[src/rtl/sync_fifo_rd.sv]
// Synchronous FIFO: valid/ready enqueue, first-word-fall-through dequeue.
// Head entry is read combinationally; rst and flush both clear occupancy.
module sync_fifo_rd #(
  parameter  int WIDTH = 32,
  parameter  int DEPTH = 8,
  localparam int PTR_W = $clog2(DEPTH),
  localparam int CNT_W = $clog2(DEPTH + 1)
) (
  input  logic             clk,
  input  logic             rst,
  input  logic             flush,
  input  logic             enq_valid,
  output logic             enq_ready,
  input  logic [WIDTH-1:0] enq_data,
  output logic             deq_valid,
  input  logic             deq_ready,
  output logic [WIDTH-1:0] deq_data,
  output logic [CNT_W-1:0] count
);

  logic [WIDTH-1:0] r_mem [DEPTH];
  logic [PTR_W-1:0] r_head;
  logic [PTR_W-1:0] r_tail;
  logic [CNT_W-1:0] r_count;

  logic w_enq_fire;
  logic w_deq_fire;
  logic w_clear;

  assign enq_ready  = (r_count != CNT_W'(DEPTH));
  assign deq_valid  = (r_count != '0);
  assign deq_data   = r_mem[r_head];
  assign count      = r_count;

  assign w_enq_fire = enq_valid & enq_ready;
  assign w_deq_fire = deq_valid & deq_ready;
  assign w_clear    = rst | flush;

  // Storage is deliberately not reset; only the written row is enabled.
  always_ff @(posedge clk) begin
    if (w_enq_fire && !w_clear) begin
      r_mem[r_tail] <= enq_data;
    end
  end

  always_ff @(posedge clk) begin
    if (w_clear) begin
      r_head  <= '0;
      r_tail  <= '0;
      r_count <= '0;
    end else begin
      if (w_enq_fire) begin
        r_tail <= r_tail + PTR_W'(1);
      end
      if (w_deq_fire) begin
        r_head <= r_head + PTR_W'(1);
      end
      unique case ({w_enq_fire, w_deq_fire})
        2'b10:   r_count <= r_count + CNT_W'(1);
        2'b01:   r_count <= r_count - CNT_W'(1);
        default: r_count <= r_count;
      endcase
    end
  end

endmodule

[config.mk]
export PLATFORM = sky130hd
export DESIGN_NAME = sync_fifo_rd
export DESIGN_NICKNAME = d
export VERILOG_FILES = /design/src/rtl/sync_fifo_rd.sv
export SDC_FILE = /design/constraint.sdc
export NUM_CORES = 1
export LEC_CHECK = 0
export ABC_AREA = 0
export BUFFER_PORTS_ARGS = -buffer_cell sky130_fd_sc_hd__clkbuf_2
export CAP_MARGIN = 20
export CORE_MARGIN = 2
export CORE_UTILIZATION = 42
export CTS_CLUSTER_DIAMETER = 60
export DETAILED_ROUTE_END_ITERATION = 16
export GPL_ROUTABILITY_DRIVEN = 0
export PLACE_DENSITY = 0.71
export SLEW_MARGIN = 40
export SYNTH_ARGS = -nofsm -noshare
export SYNTH_HDL_FRONTEND = slang
export SYNTH_SLANG_ARGS = --single-unit
[constraint.sdc]
create_clock -name clk -period 5.2 [get_ports clk]
set_input_delay 0.52 -clock clk [delete_from_list [all_inputs] [get_ports clk]]
set_output_delay 0.52 -clock clk [all_outputs]
set_load 0.02 [all_outputs]
==> results.yml <==
yosys:
  synth_top_area_share: 0.737
  synth-seq-area-share: 0.762
  synth-seq-cells: 269
  synth_top_cell_by_area: "edfxtp_1"
  ys_async_sr_fraction: 0
  synthTopCellsByArea: "edfxtp_1 (74%), mux4_1 (10%), mux4_2 (5.2%), mux2_2 (3.5%), dfxtp_1 (2.5%)"
  ys.flop_type: "edfxtp_1"
  synth_cells: 449
  syn_area_per_cell_um2: 23.2
  synth_most_common_cell: "edfxtp_1"
  synth_nets: 492
  ys_types: 29
  syn_area_um2: 10400
  synth_warnings: 0
  synth_edf_count: 256
  synth_common_cells: "edfxtp_1 (256), mux4_1 (40), mux2_2 (32)"
placed_design:
  dp.final_hpwl_um: 10700
  pre_cts_ws_ns: 2.19
  numPortBuffers: 74
  place_inst: 836
route:
  routed_via_density: 5.32
  drc: 0
  vias: 4711
  wl_per_cell_um: 22.2
  dr.pass1.iters: 4
  dr.first_iter.drc_count: 354
  routed_wl_um: 19700
  ant_nets: 0
setup_path:
  regToRegEndpoint: "count[3]"
  critical_path_arrival_ns: 2.95
  path_buf_inv: 2
  cp_slowest_stage_delay_ns: 0.85
  end_kind: "primary output"
  r2r_start: "count[1]"
  crit_family: "multiplexers"
  ff2ff_path_depth: 9
  cp.required_ns: 4.68
  cp_slowest_cell: "dfxtp_4"
  path_cells: "buf_4, mux4_1, mux2_2, clkbuf_2"
  startpoint_type: "register"
  rrSetupSlack_ns: 2.69
  path_class: "reg -> out"
  worstPathMaxFanout: 43
  path_depth: 4
sta:
  worst-slew-pin-transition_ns: 0.774
  fin_crit_ns: 3.47
  final.setup.tns_ns: 0
  rsz0062_at_grt: "false"
  maxSlewHeadroom: 0.484
  setup_ws_ns: 1.73
  final.period_utilization: 0.667
  fmax_mhz: 288
  setup_viol: 0
  hold_violations: 0
  slew_violations: 0
  clock_skew_ns: 0.0158
global_routing:
  grt_use_total: 0.152
  grt_overflow: 0
  grt_antenna_before_repair: 2
  grt_pass1_wl_um: 29800
  grt_max_degree: 44
  first_global_vias: 5057
hold_path:
  holdPathStages: 1
  min-delay-start: "enq_data[24]"
  min_to: "r_mem[6][24]"
  hp-class: "in -> reg"
run:
  drv_cap: 0
floorplan:
  io_pins: 75
  die_x_um: 162
  design.core.area_um2: 24300
  die_h_um: 162
  die_area_um2: 26100
  start_util: 0.429
  core.rowCount: 57
pwr:
  power.density_nw_per_um2: 361
  leakage_nw: 3.92
  totalPowerFinal_mw: 4.35
  ir_worst_vdd_uv: 176
clock_tree:
  cts_resized: 0
  htreeDepth: 1
  cts_setup_buffers: 0
  cts_buffer_depth: 3
  clock_latency_ns: 0.53
  clk_pin_slew_ns: 0.06
  numCtsBuffers: 27
  numClockSinks: 269
  holdBufCountCts: 0
  cts_tree: "done"
  cts_root_buffer: "clkbuf_16"
cells_and_area:
  n_antenna_cell: 0
  layout-drive-gt1-share: 0.342
  layout.nets: 584
  area_delta_synth_final_pct: 15.6
  layout.cells.non_filler: 886
  nFillCells: 1929
status:
  status: "finished clean"
==> how the worst max path moves through the flow <==
| stage | from | end | slack [ns] |
|---|---|---|---|
| 2_1_floorplan | count[0] | r_mem[0][0] | 1.17 |
| 3_3_place_gp | register | deq_data[23] | 2.26 |
| 3_5_place_dp | register | deq_data[23] | 2.19 |
| 4_1_cts | register | deq_data[23] | 1.62 |
| 5_1_grt | register | deq_data[28] | 1.54 |
| 6_report | register | deq_data[23] | 1.73 |
==> power by group <==
part	internal [mW]	switching, mW	total [mW]
Clock	1.06	0.772	1.83
Sequential	2.38	0.00995	2.39
Combinational	0.0526	0.0769	0.129
Total	3.49	0.858	4.35
==> layer usage <==
layer | GRT usage | vias to the layer above | part of all wire
met2 | 0.256 | 104 | 0.49
met3 | 0.0336 | 26 | 0.047
met1 | 0.204 | 2489 | 0.45
met5 | 0 | - | 0.0012
met4 | 0.0353 | 4 | 0.013
li1 | - | 2088 | -
==> per-stage QoR <==
step | area, µm² | util | hold slack [ns]
floorplan | 10400 | - | 0.454
global placement | 11200 | 0.460 | 0.470
detailed placement | 11200 | 0.460 | 0.489
CTS | 12000 | 0.495 | 0.239
global route | 12000 | 0.495 | 0.261
finish | 12000 | 0.495 | 0.264
==> cells by family after synthesis <==
kind of cell | after synthesis | share of synthesized area
compound gates | 8 | 0.00432
xor+xnor | 6 | 0.00504
fa+ha+maj | 6 | 0.00792
buf+inv | 25 | 0.0149
flops | 269 | 0.762
mux | 96 | 0.187
simple gates | 39 | 0.0181
==> worst reg2reg max path: cells and delay by family, from the launching register on <==
family                   cells  cell delay [ns]
buffers and inverters        1             0.05
adder cells (fa/ha/maj)      2             0.59
AO/OA/AOI/OAI                4             0.64
AND/OR/NAND/NOR              2             0.78
flip-flops                   1             0.36
==> flip-flops by register name (all words and copies together), names as in the netlist, named ones only <==
register	flops
r_tail	3
count	4
r_mem	256
r_head	3
==> area by class of cell <==
type | instances | area [µm²] | share of cell area
Sequential cell | 269 | 7960 | 0.661
Multi-Input combinational cell | 155 | 2380 | 0.197
Clock buffer | 32 | 694 | 0.0576
Timing Repair Buffer | 84 | 445 | 0.0370
Tap cell | 324 | 405 | 0.0336
Clock inverter | 18 | 154 | 0.0128
Inverter | 4 | 15.0 | 0.00125
==> layout by cell type (no fill, tap or decap), types with 2 or more instances in the layout <==
| master | synthesis | final |
|---|---|---|
| dfxtp_4 | 0 | 3 |
| nor2_4 | 0 | 6 |
| mux2_2 | 32 | 32 |
| clkbuf_2 | 1 | 74 |
| nor3_2 | 0 | 2 |
| inv_1 | 4 | 4 |
| nand2b_1 | 2 | 2 |
| bufinv_16 | 0 | 2 |
| dfxtp_1 | 13 | 10 |
| clkinv_1 | 0 | 6 |
| clkbuf_16 | 0 | 27 |
| mux4_2 | 24 | 24 |
| clkinv_2 | 0 | 6 |
| a21oi_1 | 5 | 5 |
| nor2_1 | 18 | 12 |
| ha_1 | 5 | 5 |
| inv_6 | 0 | 2 |
| xor2_1 | 6 | 6 |
| edfxtp_1 | 256 | 256 |
| clkbuf_1 | 4 | 5 |
| buf_4 | 0 | 10 |
| mux4_1 | 40 | 40 |
| nand3_1 | 5 | 5 |
| nand2_1 | 6 | 6 |
Note: power is estimated with default switching activity, not from simulation.
